### src/rtl/multicycle_adder.sv
// -----------------------------------------------------------------------------
// multicycle_adder
//   Sequential ripple adder: adds two WIDTH-bit operands plus a carry-in,
//   CHUNK bits per clock, over NCHUNK = WIDTH/CHUNK cycles. A start/busy/done
//   handshake frames each operation. The results stay in output registers
//   until the next completion.
//
// Parameters
//   WIDTH     operand/sum width (>= 1)
//   CHUNK     bits added per cycle (WIDTH must be a multiple of CHUNK)
//
// Ports
//   clk       rising-edge clock
//   rst_n     asynchronous active-low reset
//   start     operation request, sampled only while busy=0
//   a, b      operands, captured on an accepted start
//   cin       carry-in, captured on an accepted start
//   busy      operation in progress
//   done      one-cycle pulse: sum/cout/overflow were just updated
//   sum       registered (a + b + cin) mod 2^WIDTH
//   cout      registered unsigned carry-out
//   overflow  registered two's-complement overflow
// -----------------------------------------------------------------------------
module multicycle_adder #(
    parameter int WIDTH = 32,
    parameter int CHUNK = 8
) (
    input  logic             clk,
    input  logic             rst_n,
    input  logic             start,
    input  logic [WIDTH-1:0] a,
    input  logic [WIDTH-1:0] b,
    input  logic             cin,
    output logic             busy,
    output logic             done,
    output logic [WIDTH-1:0] sum,
    output logic             cout,
    output logic             overflow
);

    localparam int NCHUNK = WIDTH / CHUNK;
    localparam int KW     = (NCHUNK > 1) ? $clog2(NCHUNK) : 1;

    localparam logic [KW-1:0] K_ZERO = KW'(0);
    localparam logic [KW-1:0] K_ONE  = KW'(1);
    localparam logic [KW-1:0] K_LAST = KW'(NCHUNK - 1);

    // Elaboration fails if the parameters cannot be split into whole chunks
    generate
        if ((WIDTH < 1) || ((WIDTH % CHUNK) != 0)) begin : g_bad_params
            $error("multicycle_adder: WIDTH must be >= 1 and a multiple of CHUNK");
        end
    endgenerate

    typedef enum logic [0:0] {
        ST_IDLE = 1'b0,
        ST_RUN  = 1'b1
    } state_t;

    state_t           state_r;
    logic [WIDTH-1:0] a_r;
    logic [WIDTH-1:0] b_r;
    logic [WIDTH-1:0] wsum_r;
    logic             carry_r;
    logic [KW-1:0]    k_r;

    logic [CHUNK-1:0] a_chunk_s;
    logic [CHUNK-1:0] b_chunk_s;
    logic [CHUNK:0]   chunk_sum_s;
    logic [WIDTH-1:0] wsum_next_s;
    logic             ovf_next_s;

    // Carry into the MSB XOR carry out of it, written in terms of the operand
    // MSBs and the sum MSB so that the internal carry need not be kept.
    function automatic logic calc_overflow(input logic a_msb, input logic b_msb,
                                           input logic s_msb, input logic c_out);
        return a_msb ^ b_msb ^ s_msb ^ c_out;
    endfunction

    // One CHUNK-bit add per cycle: the slice selected by k plus the running carry
    always_comb begin
        a_chunk_s   = a_r[int'(k_r) * CHUNK +: CHUNK];
        b_chunk_s   = b_r[int'(k_r) * CHUNK +: CHUNK];
        chunk_sum_s = {1'b0, a_chunk_s} + {1'b0, b_chunk_s} + {{CHUNK{1'b0}}, carry_r};
        wsum_next_s = wsum_r;
        wsum_next_s[int'(k_r) * CHUNK +: CHUNK] = chunk_sum_s[CHUNK-1:0];
        ovf_next_s  = calc_overflow(a_r[WIDTH-1], b_r[WIDTH-1],
                                    wsum_next_s[WIDTH-1], chunk_sum_s[CHUNK]);
    end

    // Control FSM, working registers and registered result outputs
    always_ff @(posedge clk or negedge rst_n) begin
        if (!rst_n) begin
            state_r  <= ST_IDLE;
            a_r      <= {WIDTH{1'b0}};
            b_r      <= {WIDTH{1'b0}};
            wsum_r   <= {WIDTH{1'b0}};
            carry_r  <= 1'b0;
            k_r      <= K_ZERO;
            busy     <= 1'b0;
            done     <= 1'b0;
            sum      <= {WIDTH{1'b0}};
            cout     <= 1'b0;
            overflow <= 1'b0;
        end else begin
            case (state_r)
                ST_IDLE: begin
                    done <= 1'b0;
                    if (start) begin
                        a_r     <= a;
                        b_r     <= b;
                        carry_r <= cin;
                        wsum_r  <= {WIDTH{1'b0}};
                        k_r     <= K_ZERO;
                        busy    <= 1'b1;
                        state_r <= ST_RUN;
                    end else begin
                        busy    <= 1'b0;
                        state_r <= ST_IDLE;
                    end
                end
                ST_RUN: begin
                    wsum_r  <= wsum_next_s;
                    carry_r <= chunk_sum_s[CHUNK];
                    if (k_r == K_LAST) begin
                        // Last chunk: publish the result and release the handshake
                        sum      <= wsum_next_s;
                        cout     <= chunk_sum_s[CHUNK];
                        overflow <= ovf_next_s;
                        done     <= 1'b1;
                        busy     <= 1'b0;
                        k_r      <= K_ZERO;
                        state_r  <= ST_IDLE;
                    end else begin
                        done     <= 1'b0;
                        k_r      <= k_r + K_ONE;
                        state_r  <= ST_RUN;
                    end
                end
                default: begin
                    state_r <= ST_IDLE;
                    busy    <= 1'b0;
                    done    <= 1'b0;
                    k_r     <= K_ZERO;
                end
            endcase
        end
    end

endmodule

### config.mk
export PLATFORM = sky130hd
export DESIGN_NAME = multicycle_adder
export DESIGN_NICKNAME = d
export VERILOG_FILES = /design/src/rtl/multicycle_adder.sv
export SDC_FILE = /design/constraint.sdc
export NUM_CORES = 1
export LEC_CHECK = 0
export CAP_MARGIN = 10
export CORE_MARGIN = 4
export CORE_UTILIZATION = 48
export CTS_CLUSTER_DIAMETER = 40
export DETAILED_ROUTE_END_ITERATION = 7
export PLACE_DENSITY = 0.86
export SLEW_MARGIN = 5
export SYNTH_ARGS = -nofsm -noshare
export SYNTH_HDL_FRONTEND = slang
export SYNTH_SLANG_ARGS = --single-unit
### constraint.sdc
create_clock -name clk -period 3.4 [get_ports clk]
set_input_delay 0.68 -clock clk [delete_from_list [all_inputs] [get_ports clk]]
set_output_delay 0.68 -clock clk [all_outputs]
set_load 0.02 [all_outputs]
==> results of run 1 <==
## power breakdown
group / internal, mW / switching [mW]
clock: 1.11 / 0.659
combinational: 1.81 / 2.49
sequential: 2.33 / 0.474
total: 5.24 / 3.63
## Yosys cell counts, types with 2 or more instances
master    number  area (sq um)
a21o_1         4          30.0
a22oi_1        6          45.0
a211oi_1       2          15.0
o21ai_0       37           185
inv_1         12          45.0
nor3_1         2          10.0
buf_2          3          15.0
ha_1          13           163
nor2b_1       13          81.3
a31o_2         4          35.0
a31oi_1        6          37.5
and2b_1        4          30.0
o211ai_1       3          22.5
fa_1           2          40.0
o21a_1         2          15.0
dfrtp_1      136          3400
o31ai_1        6          45.0
and3_1         2          12.5
nor2_1        12          45.0
clkbuf_1      27           101
xor2_1         2          17.5
mux2i_1        3          30.0
mux4_2        16           360
nand2_1      274          1030
buf_1          7          26.3
a21oi_1       24           120
nand3_1        2          10.0
o22ai_1       15          93.8
xnor2_1        4          35.0
nand2b_1       3          18.8
## routing by layer
metal | track usage | part of all wire
met1 | 0.272 | 0.41
met2 | 0.365 | 0.50
met3 | 0.0557 | 0.062
met4 | 0.0980 | 0.026
met5 | 0 | 0
## worst paths after layout
| check | startpoint | to | slack (ns) | depth (start not counted) |
|---|---|---|---|---|
| max in group asynchronous | rst_n | sum[29] | 2.18 | 2 |
| setup reg to reg | k_r[0] | overflow | 0.19 | 8 |
| hold reg to reg | sum[10] | sum[10] | 0.47 | 2 |
| setup / recovery | k_r[0] | overflow | 0.19 | 8 |
| min in group clk | sum[10] | sum[10] | 0.47 | 2 |
| hold / removal | rst_n | b_r[17] | 0.44 | 1 |
## worst reg2reg max path: cells and delay by family (launching register included)
kind	cells	cell delay, ns
compound gates	4	1.14
fa+ha+maj	2	0.89
mux	1	0.54
flops	1	0.43
simple gates	1	0.15
## flip-flops by register name, indices dropped and copies added (netlist names)
name,count
b_r,32
done,1
overflow,1
a_r,32
cout,1
k_r,2
carry_r,1
state_r,1
busy,1
wsum_r,32
sum,32
## final cells by class
| class | count | area (sq um) |
|---|---|---|
| Multi-Input combinational cell | 475 | 2670 |
| Sequential cell | 136 | 3400 |
| Clock inverter | 8 | 96.3 |
| Clock buffer | 23 | 468 |
| Inverter | 13 | 48.8 |
| Timing Repair Buffer | 117 | 1160 |
| Fill cell | 1005 | 4620 |
| Tap cell | 172 | 215 |
## metrics by stage
step / setup slack (ns) / cell area, sq um
after floorplan: 0.0337 / 6260
after global placement: 0.287 / 7490
after detailed placement: 0.228 / 7490
after CTS: 0.202 / 8060
after global routing: 0.00154 / 8060
final: 0.194 / 8060
## logic make-up after synthesis
family                   count (synthesis)  synth area share
AND/OR/NAND/NOR                        319             0.207
buffers and inverters                   51            0.0318
AO/OA/AOI/OAI                          116             0.114
XOR/XNOR                                 6           0.00840
adder cells (fa/ha/maj)                 15            0.0324
multiplexers                            19            0.0624
flip-flops                             136             0.544
==> impl_metrics.env, run 1 <==
export IMPL_setup_viol=0
export IMPL_firstDrtPassIters=5
export IMPL_syn_cell_area_sq_um=6260
export IMPL_nets=843
export IMPL_tns_ns=0
export IMPL_overflow=0
export IMPL_worst_ir_drop_vdd_v=0.000625
export IMPL_worst_slew_pin_slew_ns=1.01
export IMPL_core_sq_um=12700
export IMPL_yosysSeqAreaShare=0.544
export IMPL_grt_max_degree=81
export IMPL_first_iter_violations=451
export IMPL_postCtsHoldBufs=0
export IMPL_final_cell_mix="nand2_1, dfrtp_1, clkdlybuf4s50_1, o21ai_0, a21oi_1"
export IMPL_dp_cells=913
export IMPL_critPathCaptureType="register"
export IMPL_hold_viol_final=0
export IMPL_fmax_ghz=0.312
export IMPL_hold_slack_ns=0.440
export IMPL_grt_pass1_wl_um=25100
export IMPL_synthCells=662
export IMPL_chipHeight_um=122
export IMPL_cts_sinks=136
export IMPL_period_minus_slack_ns=3.21
export IMPL_io_pins=104
export IMPL_required_ns=3.75
export IMPL_powerDensity_nw_per_um2=1100
export IMPL_vias_per_cell=5.39
export IMPL_postCtsSetupRepairBufs=0
export IMPL_clkTransAtPathRegs_ns=0.06
export IMPL_rsz0062_at_grt="no"
export IMPL_finalClockSkew_ns=0.00790
export IMPL_cts_htree_levels=4
export IMPL_diodes=0
export IMPL_post_route_util=0.636
export IMPL_cts_buffer_depth=2
export IMPL_wl_per_cell_um=16.3
export IMPL_layout_commonest_cell="nand2_1"
export IMPL_grt_pass1_vias=5150
export IMPL_period_share=0.943
export IMPL_start_kind="register"
export IMPL_ctsResizeCount=0
export IMPL_maxCapViolCount=0
export IMPL_start_util=0.494
export IMPL_syn_num_nets=745
export IMPL_die_w_um=122
export IMPL_drt_wl_total_um=15400
export IMPL_synth_avg_cell_area_sq_um=9.45
export IMPL_drc_errors=0
export IMPL_post_dp_hpwl_um=10600
export IMPL_insertion_delay_ns=0.42
export IMPL_critical_path_class="reg -> reg"
export IMPL_path_cells="mux4_2 -> fa_1 -> fa_1 -> a21o_1 -> a221o_1 -> a21o_1 -> a2111oi_2 -> or3b_1"
export IMPL_outcome="completed"
export IMPL_tritoncts="built"
export IMPL_antenna_found_initial=0
export IMPL_drtAntennaViolNets=0
export IMPL_routabilityCongestion=0.891
export IMPL_num_rows=41
export IMPL_via_count=5088
export IMPL_final_max_slew_viol_count=0
export IMPL_leakage_nw=3.80
export IMPL_crit_fanout=4
export IMPL_slowest_delay_ns=0.54
export IMPL_syn2layout_area_growth_pct=28.7
export IMPL_synth_flop_cell="dfrtp_1"
export IMPL_min_delay_path_class="in -> async"
export IMPL_crit_arrival_ns=3.56
export IMPL_ys_warn_count=0
export IMPL_crit_family="compound AO/OA/AOI/OAI gates"
export IMPL_synth_cell_types=46
export IMPL_final_cells=944
export IMPL_crit_buf_inv=0
export IMPL_ys_seq_elements=136
export IMPL_drive_gt1_frac=0.0855
export IMPL_cts_root_buf="clkbuf_16"
export IMPL_cts_made_buffers=17
export IMPL_port_buffers=103
export IMPL_async_flop_share=1.00
export IMPL_dieArea_sq_um=14900
export IMPL_grt_usage=0.219
export IMPL_maxSlewHeadroom=0.330
export IMPL_design_power_total_mw=8.87
export IMPL_slowest_stage="mux4_2"
export IMPL_synth_edf_count=0
Note: power is estimated with default switching activity, not from simulation.
==> run 2: changes to the inputs <==
--- a/config.mk
+++ b/config.mk
@@ -9,6 +9,7 @@
 export CORE_MARGIN = 4
 export CORE_UTILIZATION = 48
 export CTS_CLUSTER_DIAMETER = 40
+export CTS_CLUSTER_SIZE = 20
 export DETAILED_ROUTE_END_ITERATION = 7
 export PLACE_DENSITY = 0.86
 export SLEW_MARGIN = 5
==> results of run 2 <==
No change in the layout: final DEF, timing and power equal those of run 1.
==> variant 1 (config.mk and constraints of run 2) <==
Register the output `sum` once more; this adds one clock of latency there. The other outputs are not delayed to match. Comments in the files are not updated.
--- a/src/rtl/multicycle_adder.sv
+++ b/src/rtl/multicycle_adder.sv
@@ -46,2 +46,4 @@
     localparam logic [KW-1:0] K_LAST = KW'(NCHUNK - 1);
+
+    logic [WIDTH-1:0] sum_s0;
 
@@ -101,3 +103,3 @@
             done     <= 1'b0;
-            sum      <= {WIDTH{1'b0}};
+            sum_s0   <= {WIDTH{1'b0}};
             cout     <= 1'b0;
@@ -126,3 +128,3 @@
                         // Last chunk: publish the result and release the handshake
-                        sum      <= wsum_next_s;
+                        sum_s0   <= wsum_next_s;
                         cout     <= chunk_sum_s[CHUNK];
@@ -149,2 +151,6 @@
 
+    always_ff @(posedge clk) begin
+        sum <= sum_s0;
+    end
+
 endmodule
Check against the original RTL: not equivalent (a bounded check fails within 10 cycles, from zero or initial values and one cycle with rst_n low).
==> variant 1 against run 2 <==
  * Final area grew 11%
  * Fmax fell by 2.3%
  * Area after synthesis rose by 13%
  * Routed wire length grew 4.4%
  * Die area is 12% higher
  * Hold slack worse by 210 ps
  * Critical path depth grew 1
  * Via count rose by 2.6%
  * Total power grew 16%
  * Count of clock-buffer cells in the layout decreased by 1
  * Setup slack worse by 74 ps
  * Sequential cell count is 32 higher
  * Highest routed layer unchanged
==> variant 1: results <==
[placed_design]
gp_congestion = 0.854
hpwlAfterDp_um = 10800

[yosys]
ys_seq_area_share_pct = 57.1
synth_cells = 684
synthArstFlopShare_pct = 81.0
ys_top_cells_by_count = nand2_1, dfrtp_1, a21oi_1
synthXorXnorAreaFrac_pct = 1.36
synth_area_leaders = dfrtp_1, nand2_1, dfxtp_1
synth-compound-area-share_pct = 8.02
syn_nets = 767

[detailed_routing]
drt_first_iter_violations = 389
wire_per_inst_um = 16.5

[floorplanning]
dieArea_um2 = 16800

[run_status]
status = completed

[timing]
holdWs_ps = 232
slew_headroom_pct = 53.9
skew_ps = 7.60

[worst_setup_path]
crit_path_max_incr_delay_ps = 520

[finish]
clock_cell_area_share_pct = 6.54
sh_seq_area_pct = 45.4
seqCellArea_um2 = 4050
nets = 862
seq_cell_count = 168
multi_input_comb_cells = 462

[pwr]
ir_drop_v = 0.000617
## variant 1: cell count changes after synthesis, sizes merged, moves of 12 or more
cell / delta
a21oi: +24
dfxtp: +32
mux2: +12
mux2i: +16
nand2: -63
nand2b: +20
nor2: +14
nor2b: +12
o21ai: -32
## variant 1: power by group
part	internal, mW	switching [mW]	leakage, nW
clock network	1.17	0.747	0.291
registers	2.92	0.460	2.00
logic	2.08	2.93	1.85
## variant 1: metal layers
metal | part of all wire, % | vias to the layer above | GRT usage [%]
met1 | 43 | 2531 | 26.2
met5 | 0 | - | 0
met4 | 2.5 | 0 | 8.13
met3 | 6.7 | 29 | 4.58
li1 | - | 2449 | -
met2 | 48 | 212 | 32.5
## variant 1: what timing repair did
item,4_1_cts,5_1_grt
resized for setup,0,4
setup endpoints to repair,0,8
setup buffers,0,1
endpoints found under the hold margin,0,0
hold buffers,0,0
==> variant 2 (config.mk and constraints of run 2) <==
Without the edit above. Change the parameter `WIDTH` from 32 to 64.
--- a/src/rtl/multicycle_adder.sv
+++ b/src/rtl/multicycle_adder.sv
@@ -24,3 +24,3 @@
 module multicycle_adder #(
-    parameter int WIDTH = 32,
+    parameter int WIDTH = 64,
     parameter int CHUNK = 8
Interface: changed (resized a, b and sum); port bits go from 104 to 200. The function was not compared with the original's and may differ.
==> variant 2 against run 2 <==
  * Sequential cell count is 129 higher
  * Via count is 110% higher
  * Final area is 98% higher
  * Setup slack worse by 160 ps
  * Area after synthesis is 92% higher
  * Routed wire length is 130% higher
  * Clock skew is 23 ps higher
  * Total power is 110% higher
  * Clock power is 120% higher
==> variant 2: results <==
[detailed_routing]
wire_per_inst_um = 19.1
topRoutingLayerUsed = met4
wirelength_um = 35000
drt_first_iter_violations = 1036
dr_total_vias = 10500
met2_wirelength_um = 17200
drt_pre_antenna_iters = 7
met1_length_um = 13600
wl_met3_um = 2990

[grt]
grt_usage_pct = 24.1
grt_pass1_wl_um = 54700
grt_max_degree = 114

[worst_setup_path]
path_class = reg2reg
arrival_ps = 3790
rrSetupSlack_ps = 40
crit_fanout = 4
rr_worst_depth = 14
endpoint = wsum_r[4]$_DFFE_PN0P_
crit_slowest_cell = mux4_2
crit_path_max_incr_delay_ps = 490

[finish]
antenna_cells = 0
fill_cells = 1686
nets = 1628
drive_gt1_share_pct = 12.5

[yosys]
ys.flop_type = dfrtp_1
syn_nets = 1437
ys_seq_area_share_pct = 55.2
avgSynthCellArea_um2 = 9.33
synth_area_leaders = dfrtp_1, nand2_1, mux4_2
ys_top_cells_by_count = nand2_1, dfrtp_1, o21ai_0
synthArstFlopShare_pct = 100
ys_types = 52
yosysWarnings = 0

[pwr]
ir_drop_v = 0.000914
p_leak_nw = 7.47

[timing]
worstMarginPinSlew_ps = 1080
skew_ps = 31.2

[cts]
clk_pin_slew_ps = 60
clock_latency_ps = 520
clk_path_buf_depth = 3
htreeDepth = 2
cts_buffers = 35

[placed_design]
port_buffers = 199
hpwlAfterDp_um = 23200
gp_congestion = 0.879
dp_cells = 1754

[run_status]
status = completed
[variant 2: power breakdown]
part	switching (mW)	internal (mW)	leakage (nW)
Clock	1.50	2.41	0.600
Combinational	5.32	3.70	3.46
Sequential	0.928	4.53	3.41
Total	7.74	10.6	7.47
[variant 2: through the flow]
step,worst slack (ps),cell area (um^2)
global placement,36.7,14400
finish,37.2,15900
floorplan,75.5,12000
CTS,-20.4,15700
detailed placement,-86.9,14400
global route,-125,15900
[variant 2: what timing repair did]
item | in CTS | in global routing
gates resized for setup | 3 | 29
pin swaps | 0 | 5
gates cloned | 0 | 1
buffers inserted | 0 | 12
setup endpoints to repair | 26 | 67
[variant 2: cells by family after synthesis]
| family | Yosys count | share of synthesized area (%) |
|---|---|---|
| AOI/OAI and AO/OA | 201 | 9.99 |
| xor gates and xnor gates | 3 | 0.219 |
| DFF | 265 | 55.2 |
| buffers and inverters | 101 | 3.38 |
| adders and majority gates | 16 | 1.79 |
| and+or+nand+nor | 652 | 21.8 |
| muxes | 51 | 7.64 |
[variant 2: metal layers]
metal | track usage, % | vias to the layer above
met2 | 40.6 | 595
met5 | 0 | -
li1 | - | 4714
met1 | 31.8 | 5054
met4 | 8.15 | 0
met3 | 4.40 | 96
[variant 2: worst min path at each step]
stage | depth (start not counted) | to | slack (ps) | startpoint
after floorplan | 0 | a_r[0]$_DFFE_PN0P_ | 380 | rst_n
after global routing | 1 | wsum_r[33]$_DFFE_PN0P_ | 300 | rst_n
after global placement | 2 | b_r[37]$_DFFE_PN0P_ | 450 | b_r[37]$_DFFE_PN0P_
final | 1 | sum[35]$_DFFE_PN0P_ | 220 | rst_n
after detailed placement | 2 | b_r[58]$_DFFE_PN0P_ | 460 | b_r[58]$_DFFE_PN0P_
after CTS | 1 | sum[47]$_DFFE_PN0P_ | 250 | rst_n
[variant 2: critical path, delay by kind of cell (launching register included)]
kind,cells,cell delay [ps]
buffers and inverters,3,380
AO/OA/AOI/OAI,4,740
flip-flops,1,390
adder cells (fa/ha/maj),2,610
multiplexers,1,490
AND/OR/NAND/NOR,4,670
[variant 2: area by class of cell]
cell class                      instances  area [um^2]  area share (%)
Tap cell                              324          405            2.54
Inverter                               12         45.0           0.283
Multi-Input combinational cell        923         5120            32.2
Clock buffer                           39          932            5.85
Timing Repair Buffer                  243         2480            15.5
Clock inverter                         25          317            1.99
Sequential cell                       265         6630            41.6
